==> config.mk <==
export PLATFORM = sky130hd
export DESIGN_NAME = multiphase_clk_gen
export DESIGN_NICKNAME = d
export VERILOG_FILES = /design/src/rtl/multiphase_clk_gen.sv
export SDC_FILE = /design/constraint.sdc
export NUM_CORES = 1
export LEC_CHECK = 0
export CORE_ASPECT_RATIO = 0.9
export CORE_UTILIZATION = 53
export CTS_BUF_LIST = sky130_fd_sc_hd__clkbuf_4
export DETAILED_ROUTE_END_ITERATION = 8
export GPL_TIMING_DRIVEN = 1
export PLACE_DENSITY = 0.82
export SLEW_MARGIN = 0
export SYNTH_ARGS = -nofsm -noshare
export SYNTH_HDL_FRONTEND = slang
export SYNTH_SLANG_ARGS = --single-unit
==> constraint.sdc <==
create_clock -name cfst -period 2.7 [get_ports cfst]
set_clock_uncertainty 0.1 [all_clocks]
set_input_delay 0.54 -clock cfst [delete_from_list [all_inputs] [get_ports cfst]]
set_output_delay 0.54 -clock cfst [all_outputs]
set_load 0.01 [all_outputs]
==> src/rtl/multiphase_clk_gen.sv <==
// N-phase non-overlapping clock generator clocked from cfst, with run/halt/step
// control and a bit-time counter that produces word sync and word strobe.
module multiphase_clk_gen #(
  parameter int RING_LEN   = 8,
  parameter int NPH        = 2,
  parameter int PW         = 1,
  parameter int WORD_BITS  = 56,
  parameter int SYNC_START = 45,
  parameter int SYNC_LEN   = 10,
  localparam int SW = (RING_LEN  > 1) ? $clog2(RING_LEN)  : 1,
  localparam int BW = (WORD_BITS > 1) ? $clog2(WORD_BITS) : 1
) (
  input  logic           cfst,
  input  logic           rstb,
  input  logic           run,
  input  logic           step,
  output logic [NPH-1:0] ph,
  output logic [SW-1:0]  slot,
  output logic [BW-1:0]  bit_cnt,
  output logic           sync,
  output logic           word_strobe,
  output logic           running
);

  localparam int SPACING = RING_LEN / NPH;
  localparam logic [SW-1:0] SLOT_LAST = SW'(RING_LEN - 1);
  localparam logic [SW-1:0] SLOT_ZERO = {SW{1'b0}};
  localparam logic [BW-1:0] BIT_LAST  = BW'(WORD_BITS - 1);
  localparam logic [BW-1:0] BIT_ZERO  = {BW{1'b0}};

  // A pulse wider than the phase spacing minus one would remove the dead slot.
  if (PW < 1 || PW > SPACING - 1) begin : g_bad_pw
    $error("multiphase_clk_gen: PW must satisfy 1 <= PW <= RING_LEN/NPH - 1");
  end
  if (SYNC_START + SYNC_LEN > WORD_BITS) begin : g_bad_sync
    $error("multiphase_clk_gen: sync window extends past the end of the word");
  end

  typedef enum logic [1:0] {
    ST_HALT = 2'd0,
    ST_RUN  = 2'd1,
    ST_STEP = 2'd2
  } state_t;

  state_t          r_state, w_state_nxt;
  logic [SW-1:0]   r_slot, w_slot_nxt;
  logic [BW-1:0]   r_bit, w_bit_nxt;
  logic [NPH-1:0]  r_ph, w_ph_nxt;
  logic            r_sync, w_sync_nxt;
  logic            r_ws, w_ws_nxt;
  logic            r_running, w_active_nxt;
  logic            w_bit_end;

  function automatic logic f_ph_hit(input logic [SW-1:0] s, input int k);
    int lo;
    lo = k * SPACING;
    return (int'(s) >= lo) && (int'(s) <= lo + PW - 1);
  endfunction

  function automatic logic f_sync_hit(input logic [BW-1:0] b);
    return (int'(b) >= SYNC_START) && (int'(b) < SYNC_START + SYNC_LEN);
  endfunction

  assign w_bit_end = (r_slot == SLOT_LAST);

  always_comb begin
    w_state_nxt = r_state;
    case (r_state)
      ST_HALT: begin
        if (run) begin
          w_state_nxt = ST_RUN;
        end else if (step) begin
          w_state_nxt = ST_STEP;
        end else begin
          w_state_nxt = ST_HALT;
        end
      end
      // Leaving RUN only at the bit-time boundary keeps every pulse full width.
      ST_RUN: begin
        if (w_bit_end && !run) begin
          w_state_nxt = ST_HALT;
        end else begin
          w_state_nxt = ST_RUN;
        end
      end
      ST_STEP: begin
        if (w_bit_end) begin
          w_state_nxt = run ? ST_RUN : ST_HALT;
        end else begin
          w_state_nxt = ST_STEP;
        end
      end
      default: w_state_nxt = ST_HALT;
    endcase
  end

  // Outputs are decoded from next-state values so the flops line up with slot.
  always_comb begin
    w_active_nxt = (w_state_nxt != ST_HALT);
    w_slot_nxt   = SLOT_LAST;
    w_bit_nxt    = r_bit;
    w_sync_nxt   = r_sync;
    w_ph_nxt     = {NPH{1'b0}};
    if (w_active_nxt) begin
      if (r_slot == SLOT_LAST) begin
        w_slot_nxt = SLOT_ZERO;
      end else begin
        w_slot_nxt = r_slot + SW'(1);
      end
      if (w_slot_nxt == SLOT_ZERO) begin
        w_bit_nxt = (r_bit == BIT_LAST) ? BIT_ZERO : r_bit + BW'(1);
      end else begin
        w_bit_nxt = r_bit;
      end
      w_sync_nxt = f_sync_hit(w_bit_nxt);
    end else begin
      w_slot_nxt = SLOT_LAST;
    end
    for (int k = 0; k < NPH; k++) begin
      w_ph_nxt[k] = w_active_nxt && f_ph_hit(w_slot_nxt, k);
    end
    w_ws_nxt = w_active_nxt && (w_slot_nxt == SLOT_ZERO) && (w_bit_nxt == BIT_ZERO);
  end

  always_ff @(posedge cfst or negedge rstb) begin
    if (!rstb) begin
      r_state   <= ST_HALT;
      r_slot    <= SLOT_LAST;
      r_bit     <= BIT_LAST;
      r_ph      <= {NPH{1'b0}};
      r_sync    <= 1'b0;
      r_ws      <= 1'b0;
      r_running <= 1'b0;
    end else begin
      r_state   <= w_state_nxt;
      r_slot    <= w_slot_nxt;
      r_bit     <= w_bit_nxt;
      r_ph      <= w_ph_nxt;
      r_sync    <= w_sync_nxt;
      r_ws      <= w_ws_nxt;
      r_running <= w_active_nxt;
    end
  end

  assign ph          = r_ph;
  assign slot        = r_slot;
  assign bit_cnt     = r_bit;
  assign sync        = r_sync;
  assign word_strobe = r_ws;
  assign running     = r_running;

endmodule

# Yosys cells after proc, flatten, opt, wreduce, memory -nomap -nowiden
# Cells that the tools add are included.
# op_classes
addsub,2
mul,0
div_mod_pow,0
n_lt_le_gt_ge,5
eq_ne,4
shifts,0
n_mux,13
bitwise,0
reduce_logical,13
# op_table
operator,count
$mux W6,4
$mux W3,3
$logic_and A1 B1 Y1,7
$add A6 B1 Y6 const B,1
$eq A6 B6 Y1 const B,1
$ge A6 B6 Y1 const B,1
$logic_not A3 Y1,2
$logic_not A6 Y1,1
$lt A6 B6 Y1 const B,1
$mux W2,3
$pmux W2 S3,1
$add A3 B1 Y3 const B,1
$eq A3 B3 Y1 const B,1
$ge A3 B3 Y1 const B,1
$le A3 B1 Y1 const B,1
$le A3 B3 Y1 const B,1
$eq A2 B1 Y1 const B,1
$eq A2 B2 Y1 const B,1
$logic_not A2 Y1,1
$mux W1,2
$reduce_bool A2 Y1,1
$logic_not A1 Y1,1
# totals
reg_bits,16
latchBits,0
ram_bits,0
mem_bits_ro,0
inputBits,4
output_inout_bits,14
elab_cells,44
n_memories,0

# Longest topological paths before layout
# Gate-level depths: netlist of the first run.
# depth
word_depth,12
mapped_depth,8
depth_no_buf,8

# Worst setup path before layout of the first run
# No wires, ideal clock.
# synth_timing
kind,reg-to-reg
start,reg r_slot[0] (netlist: slot[0])
end,reg r_sync (netlist: sync)
setup_ns,0.137
arrival_ns,1.999
required_time_ns,2.463
slack_ns,0.464
path_stages_with_launch,8
n_path_buf,0
synth_period_minus_slack_ns,2.236
path_cell_list,dfstp_2 -> ha_1 -> ha_1 -> inv_2 -> a211oi_4 -> mux2_2 -> a221oi_1 -> a311oi_1
# synth_between
elab_chain_len,8
word_cells_on_any_way,15
cone_classes,1 x add/sub; 2 x order compare; 1 x eq/ne; 7 x mux; 4 x reduce/logical
# synth_lines
item,line,rtl
"start, declared",46,"logic [SW-1:0] r_slot, w_slot_nxt;"
"start signal, assigned",136,r_slot <= w_slot_nxt;
$add A3 B1 Y3 / $eq A3 B3 Y1 (equally long branches),"108, 64, 105",
$mux W3,105,if (r_slot == SLOT_LAST) begin
$mux W3,104,if (w_active_nxt) begin
$logic_not A3 Y1,110,if (w_slot_nxt == SLOT_ZERO) begin
$mux W6,110,
$mux W6,104,
$ge A6 B6 Y1 / $lt A6 B6 Y1 (equally long branches),61,return (int'(b) >= SYNC_START) && (int'(b) < SYNC_START + SYNC_LEN);
$logic_and A1 B1 Y1,61,
"end signal, assigned",139,r_sync <= w_sync_nxt;
"end, declared",49,"logic r_sync, w_sync_nxt;"
# Several ways; a longest one is shown, not always the timed one. The select of a mux whose other input is x is not followed.
# A chain may end at the register's enable or synchronous reset.

# Worst setup path in the final report of the first run
# layout_timing
start,reg r_slot[0] (netlist: slot[0])
end,reg r_ws (netlist: word_strobe)
# layout_between
elab_chain_len,9
word_cells_on_any_way,18
cone_classes,1 x add/sub; 1 x eq/ne; 9 x mux; 7 x reduce/logical
# layout_lines
item,line,rtl
$add A3 B1 Y3 / $eq A3 B3 Y1 (equally long branches),"108, 64, 105",
$mux W3 / $logic_and A1 B1 Y1 (equally long branches),"105, 80",
$mux W3 / $mux W1 (equally long branches),"104, 80",
$logic_not A3 Y1 / $pmux W2 S3 (equally long branches),"110, 68",
$mux W6 / $reduce_bool A2 Y1 (equally long branches),"110, 99",
$mux W6 / $mux W3 (equally long branches),104,
$mux W6 / $logic_not A3 Y1 (equally long branches),"104, 122",
$logic_not A6 Y1 / $logic_and A1 B1 Y1 (equally long branches),122,w_ws_nxt = w_active_nxt && (w_slot_nxt == SLOT_ZERO) && (w_bit_nxt == BIT_ZERO);
$logic_and A1 B1 Y1 *,122,
net w_ws_nxt,50,"logic r_ws, w_ws_nxt;"
"end signal, assigned",140,r_ws <= w_ws_nxt;
"end, declared",50,
# The timed path passes the listed nets; every way through them passes the cells marked *. The select of a mux whose other input is x is not followed.

==> run_results.csv, run 1 <==
group,metric,value,unit
layout,seq_area,410.4,sq um
setup_path,r2r_cells,7,
logic_synthesis,syn_inst,96,
floorplan,die-area,2042,sq um
setup_path,crit_path_frequent_cell,"ha_1",
route,detail_route.wl_per_cell,15.14,um
clock_tree,insertion_delay,0.29,ns
placed_design,place_area,1177,sq um
setup_path,critPathKind,"reg -> reg",
timing,maxSlewViolCount,0,
grt,grt_pass1_wl,3429,um
pwr,p_total,1.523,mW
timing,hold_ws,0.4133,ns
grt,grtUsageTotal,0.2336,
floorplan,start_util,0.5758,
pwr,power_frac_seq,0.355,
pwr,power.density,1265,nW/um^2
timing,hold_viol,0,
pwr,p_leak,0.4464,nW
setup_path,cpPeakStageDelay,0.59,ns
placed_design,routabilityCongestion,0.9032,
route,viasPerCell,6.079,
grt,grt_max_degree,17,
pwr,swShare,0.4367,
setup_path,end_kind,"flop",
layout,post-route-util,0.7012,
clock_tree,clk_pin_slew,0.10,ns
clock_tree,cts_sinks,16,
pwr,switching_power,664.9,uW
layout,design_area,1204,sq um
timing,tightest_slew,0.7272,ns
clock_tree,cts_setup_buffers,0,
logic_synthesis,ys_seq_area_frac,0.4152,
setup_path,critPathRequiredTime,2.77,ns
logic_synthesis,synth_area,988.4,sq um
route,num_vias,851,
timing,finalCriticalPeriod,2.422,ns
layout,drive_gt1_frac,0.2155,
floorplan,die_w,47.52,um
grt,grt_pass1_vias,759,
run_status,status,"complete, no violations",
setup_path,critPathSlowestCell,"dfstp_2",
grt,antenna_found_initial,0,
setup_path,cp-endpoint,"word_strobe$_DFF_PN0_",
floorplan,core-area,1717,sq um
timing,setup_tns,0,ns
timing,finalWorstSetupSlack,0.2778,ns
logic_synthesis,ys_ff_latch,16,
logic_synthesis,ys_async_sr_fraction,1.000,
clock_tree,clockRootBuffer,"clkbuf_4",
clock_tree,clock_path_buffers,2,
route,routed_wl,2119,um
timing,relSlewSlack,0.5137,
clock_tree,cts_resized,0,
floorplan,die_h,42.97,um
logic_synthesis,synth_edf_count,0,
timing,period_share,0.8971,
layout,fin_nets,124,
route,drcViolationCount,0,
logic_synthesis,synth_cell_types,45,
timing,setup_violations,0,
route,drt_iter0_markers,22,
placed_design,dpl.cell_count,136,
setup_path,rr_startpoint,"slot[0]$_DFF_PN1_",
timing,rsz0062_at_grt,"false",
logic_synthesis,synthesis.nets,103,
pwr,clockPowerShare,0.085,
route,ant_nets,0,
layout,nFillCells,136,
hold_path,hold_path_class,"reg -> reg",
clock_tree,cts_inserted_buffers,3,
placed_design,numPortBuffers,17,
setup_path,r2r_slack,0.28,ns
clock_tree,cts_hold_buf,0,
pwr,peakVddDrop,0.0007375,V
clock_tree,cts_tree,"yes",
job,maxCapViolations,0,
pwr,p_int,857.6,uW
clock_tree,h-tree-depth,1,
logic_synthesis,yosys_warnings,0,
floorplan,io_pins,18,
layout,antenna_cells,0,
logic_synthesis,synthFlopType,"dfstp_2",
setup_path,reg2reg_to,"word_strobe$_DFF_PN0_",
logic_synthesis,avgSynthCellArea,10.30,sq um
setup_path,crit_path_start,"slot[0]$_DFF_PN1_",
setup_path,arrival,2.49,ns
layout,syn2layout_area_growth,21.77,%
floorplan,rows,14,
route,first_pass_iters,4,
timing,timing.fmax,0.4129,GHz
setup_path,start_kind,"flop",
layout,layout_common_cells,"17 x clkdlybuf4s50_1, 8 x nor2_1, 8 x dfstp_2, 8 x dfrtp_1",
placed_design,hpwl,1489,um
pwr,comb_power_share,0.560,
layout,layout_commonest_cell,"clkdlybuf4s50_1",
setup_path,crit_path_max_fanout,9,
layout,final_cells,140,
setup_path,path_cells,"ha_1 -> ha_1 -> inv_2 -> a211oi_4 -> or4b_1 -> o2111ai_1 -> a31oi_1",
placed_design,dp_slack,0.3268,ns
grt,grt-ovfl-total,0,
layout,multiInputGateArea,544.3,sq um
## cell type report
class | instances | share of cell area
clock inverter | 1 | 0.003119
clock buffer | 3 | 0.01871
sequential | 16 | 0.3410
multi-input combinational | 74 | 0.4522
inverter | 4 | 0.01247
tap | 24 | 0.02495
timing repair buffer | 18 | 0.1476
## kinds of logic (layout without fill, tap and decap cells)
logic type      after synthesis  count (layout)  share of synthesized area
buf+inv                       6              26                    0.03417
mux                           2               2                    0.02278
fa+ha+maj                     3               3                    0.03798
compound gates               35              35                     0.2658
xor+xnor                      2               2                    0.01772
flops                        16              16                     0.4152
simple gates                 32              32                     0.2063
## how the worst min path moves through the flow
stage          slack (ns)  cells past startpoint                 start                   end
6_report             0.41                      1  r_state[0]$_DFF_PN0_  r_state[1]$_DFF_PN0_
3_3_place_gp         0.40                      1  r_state[0]$_DFF_PN0_  r_state[1]$_DFF_PN0_
5_1_grt              0.44                      1  r_state[0]$_DFF_PN0_  r_state[1]$_DFF_PN0_
3_5_place_dp         0.40                      1  r_state[0]$_DFF_PN0_  r_state[1]$_DFF_PN0_
4_1_cts              0.41                      1  r_state[0]$_DFF_PN0_  r_state[1]$_DFF_PN0_
2_1_floorplan        0.14                      0                  rstb  bit_cnt[3]$_DFF_PN0_
## state kept, by name, summed over array words and instances, names as in the netlist
name,count
bit_cnt,6
ph,2
r_state,2
running,1
slot,3
sync,1
word_strobe,1
## worst max-delay path: cells and delay by family, from the launching register on
family | cells | cell delay (ns)
compound gates | 3 | 0.59
flops | 1 | 0.59
simple gates | 1 | 0.50
fa+ha+maj | 2 | 0.40
buf+inv | 1 | 0.13
## synth_stat cells, drive strengths merged, types with 2 or more instances
master / number / area (sq um)
a211oi: 4 / 42.54
inv: 4 / 15.02
o211ai: 2 / 15.01
dfstp: 8 / 210.2
dfrtp: 8 / 200.2
nand3: 2 / 22.52
nor3: 4 / 25.02
a21o: 4 / 31.28
or3: 2 / 17.52
nand2: 6 / 22.52
o21a: 2 / 15.01
mux2: 2 / 22.52
o21ai: 6 / 30.03
nor2: 8 / 30.03
a31oi: 2 / 12.51
o22ai: 3 / 18.77
nand3b: 2 / 15.01
ha: 3 / 37.54
clkbuf: 2 / 18.76
a21oi: 5 / 36.29
## routing by layer
metal  up-vias  global-route usage  share of wire
li1        409                   -              -
met1       410              0.3478           0.48
met3         4             0.03830          0.054
met4         0             0.05143          0.010
met5         -                   0              0
met2        28              0.3507           0.46
## power groups by stage
| stage | registers, mW | logic (mW) | clock network (mW) |
|---|---|---|---|
| 6_report | 0.541 | 0.852 | 0.129 |
| 5_1_grt | 0.557 | 0.932 | 0.145 |
| 4_1_cts | 0.537 | 0.849 | 0.134 |
| 3_5_place_dp | 0.542 | 0.842 | 0 |
| 3_3_place_gp | 0.533 | 0.832 | 0 |
| 2_1_floorplan | 0.530 | 0.572 | 0 |
Power figures use the tool's default switching activity.
==> run 2, diff against run 1 <==
- CORE_MARGIN: unset -> 1.5
==> run 2 against run 1 <==
Effect of this change: routed wire length grew 2.6%; cell count shrank 0.71%; non-clock buffer count shrank 1; sequential share of layout area increased by 0.21 points; clock-buffer cell count unchanged; total power up 0.44%; largest cell class unchanged; critical path depth is the same; highest routed layer unchanged; sequential power is essentially flat; global-route usage up 0.39 points; largest power group unchanged; via count is 2.2% higher.
==> run_results.csv, run 2 (synthesis results as in run 1) <==
group,metric,value,unit
pwr,p_total,1.529,mW
setup_path,crit_path_max_fanout,9,
run_status,status,"complete, no violations",
clock_tree,clockRootBuffer,"clkbuf_4",
setup_path,rr_startpoint,"slot[0]$_DFF_PN1_",
setup_path,r2r_cells,7,
placed_design,dp_slack,0.2160,ns
timing,tightest_slew,0.7146,ns
grt,grt_pass1_wl,3843,um
route,viasPerCell,6.259,
floorplan,die_w,48.52,um
layout,layout_commonest_cell,"clkdlybuf4s50_1",
clock_tree,cts_hold_buf,0,
layout,post-route-util,0.6968,
route,ant_nets,0,
clock_tree,clock_path_buffers,2,
layout,design_area,1196,sq um
clock_tree,cts_tree,"yes",
clock_tree,cts_sinks,16,
route,first_pass_iters,4,
clock_tree,cts_resized,0,
floorplan,io_pins,18,
layout,syn2layout_area_growth,21.01,%
floorplan,die-area,2133,sq um
layout,fin_nets,123,
clock_tree,clk_pin_slew,0.09,ns
timing,setup_tns,0,ns
hold_path,hold_depth,1,
setup_path,reg2reg_to,"sync$_DFFE_PN0N_",
clock_tree,cts_inserted_buffers,3,
layout,antenna_cells,0,
timing,setup_violations,0,
grt,grt-ovfl-total,0,
timing,period_share,0.9281,
route,drt_iter0_markers,30,
pwr,peakVddDrop,0.0008054,V
route,num_vias,870,
grt,grtUsageTotal,0.2374,
timing,rsz0062_at_grt,"false",
hold_path,hold_path_class,"reg -> reg",
hold_path,min_from,"r_state[0]$_DFF_PN0_",
floorplan,core-area,1717,sq um
job,maxCapViolations,0,
setup_path,critPathKind,"reg -> reg",
placed_design,numPortBuffers,17,
grt,antenna_found_initial,0,
timing,finalWorstSetupSlack,0.1941,ns
pwr,power.density,1278,nW/um^2
timing,finalCriticalPeriod,2.506,ns
floorplan,start_util,0.5758,
setup_path,arrival,2.57,ns
route,detail_route.wl_per_cell,15.65,um
layout,drive_gt1_frac,0.2087,
floorplan,rows,14,
placed_design,hpwl,1501,um
timing,hold_viol,0,
route,routed_wl,2175,um
timing,timing.fmax,0.3991,GHz
clock_tree,insertion_delay,0.29,ns
clock_tree,h-tree-depth,1,
pwr,p_leak,0.4416,nW
timing,maxSlewViolCount,0,
route,drcViolationCount,0,
clock_tree,cts_setup_buffers,0,
layout,largest_reg_flops,6,
hold_path,whs_endpoint,"r_state[1]$_DFF_PN0_",
setup_path,start_kind,"flop",
layout,layout_common_cells,"17 x clkdlybuf4s50_1, 8 x nor2_1, 8 x dfstp_2, 8 x dfrtp_1",
floorplan,die_h,43.97,um
grt,grt_max_degree,17,
setup_path,end_kind,"flop",
grt,grt_pass1_vias,796,
layout,nFillCells,151,
setup_path,critPathRequiredTime,2.76,ns
placed_design,routabilityCongestion,0.9068,
timing,relSlewSlack,0.5221,
setup_path,r2r_slack,0.19,ns
placed_design,place_area,1170,sq um
## run 2: cell count changes in the layout (fill, tap and decap cells not counted)
| cell | change |
|---|---|
| buf_4 | -1 |
## run 2: worst max-delay path, cell delays in order, from the launching register on
cell and delay (ns):
dfstp_2 0.61, ha_1 0.17, ha_1 0.27, inv_2 0.14, a211oi_4 0.30, mux2_2 0.38, a221oi_1 0.34, a311oi_1 0.07
## run 2: report_power, final
part | internal, mW | switching (mW) | leakage [nW]
sequential | 0.387 | 0.155 | 0.184
clock | 0.0538 | 0.0752 | 0.0154
combinational | 0.417 | 0.441 | 0.242
## run 2: how the worst max path moves through the flow
| stage | endpoint | startpoint | cells after the start |
|---|---|---|---|
| 2_1_floorplan | sync$_DFFE_PN0N_ | slot[0]$_DFF_PN1_ | 7 |
| 3_3_place_gp | word_strobe$_DFF_PN0_ | run | 6 |
| 3_5_place_dp | word_strobe$_DFF_PN0_ | run | 6 |
| 4_1_cts | sync$_DFFE_PN0N_ | slot[0]$_DFF_PN1_ | 7 |
| 5_1_grt | sync$_DFFE_PN0N_ | slot[0]$_DFF_PN1_ | 7 |
| 6_report | sync$_DFFE_PN0N_ | slot[0]$_DFF_PN1_ | 7 |
## run 2: metal layers
layer  up-vias  track usage  share of wire
met5         -            0              0
met4         0      0.06286         0.0032
met3         2      0.05517          0.080
met2        44       0.4000           0.49
met1       415       0.3154           0.43
li1        409            -              -
## run 2: final cells by class
class,count,area (sq um),share of cell area
clock buffers,3,22.52,0.01883
clock inverters,1,3.754,0.003138
inverters,4,15.01,0.01255
multi-input cells,74,544.3,0.4550
flip-flops and latches,16,410.4,0.3431
well taps,24,30.03,0.02510
repair buffers,17,170.2,0.1423
## run 2: per-stage QoR
| step | cells | hold slack, ns |
|---|---|---|
| after floorplan | 96 | 0.1444 |
| after global placement | 135 | 0.4018 |
| after detailed placement | 135 | 0.4114 |
| after CTS | 139 | 0.4233 |
| after global routing | 139 | 0.4661 |
| final | 139 | 0.4258 |
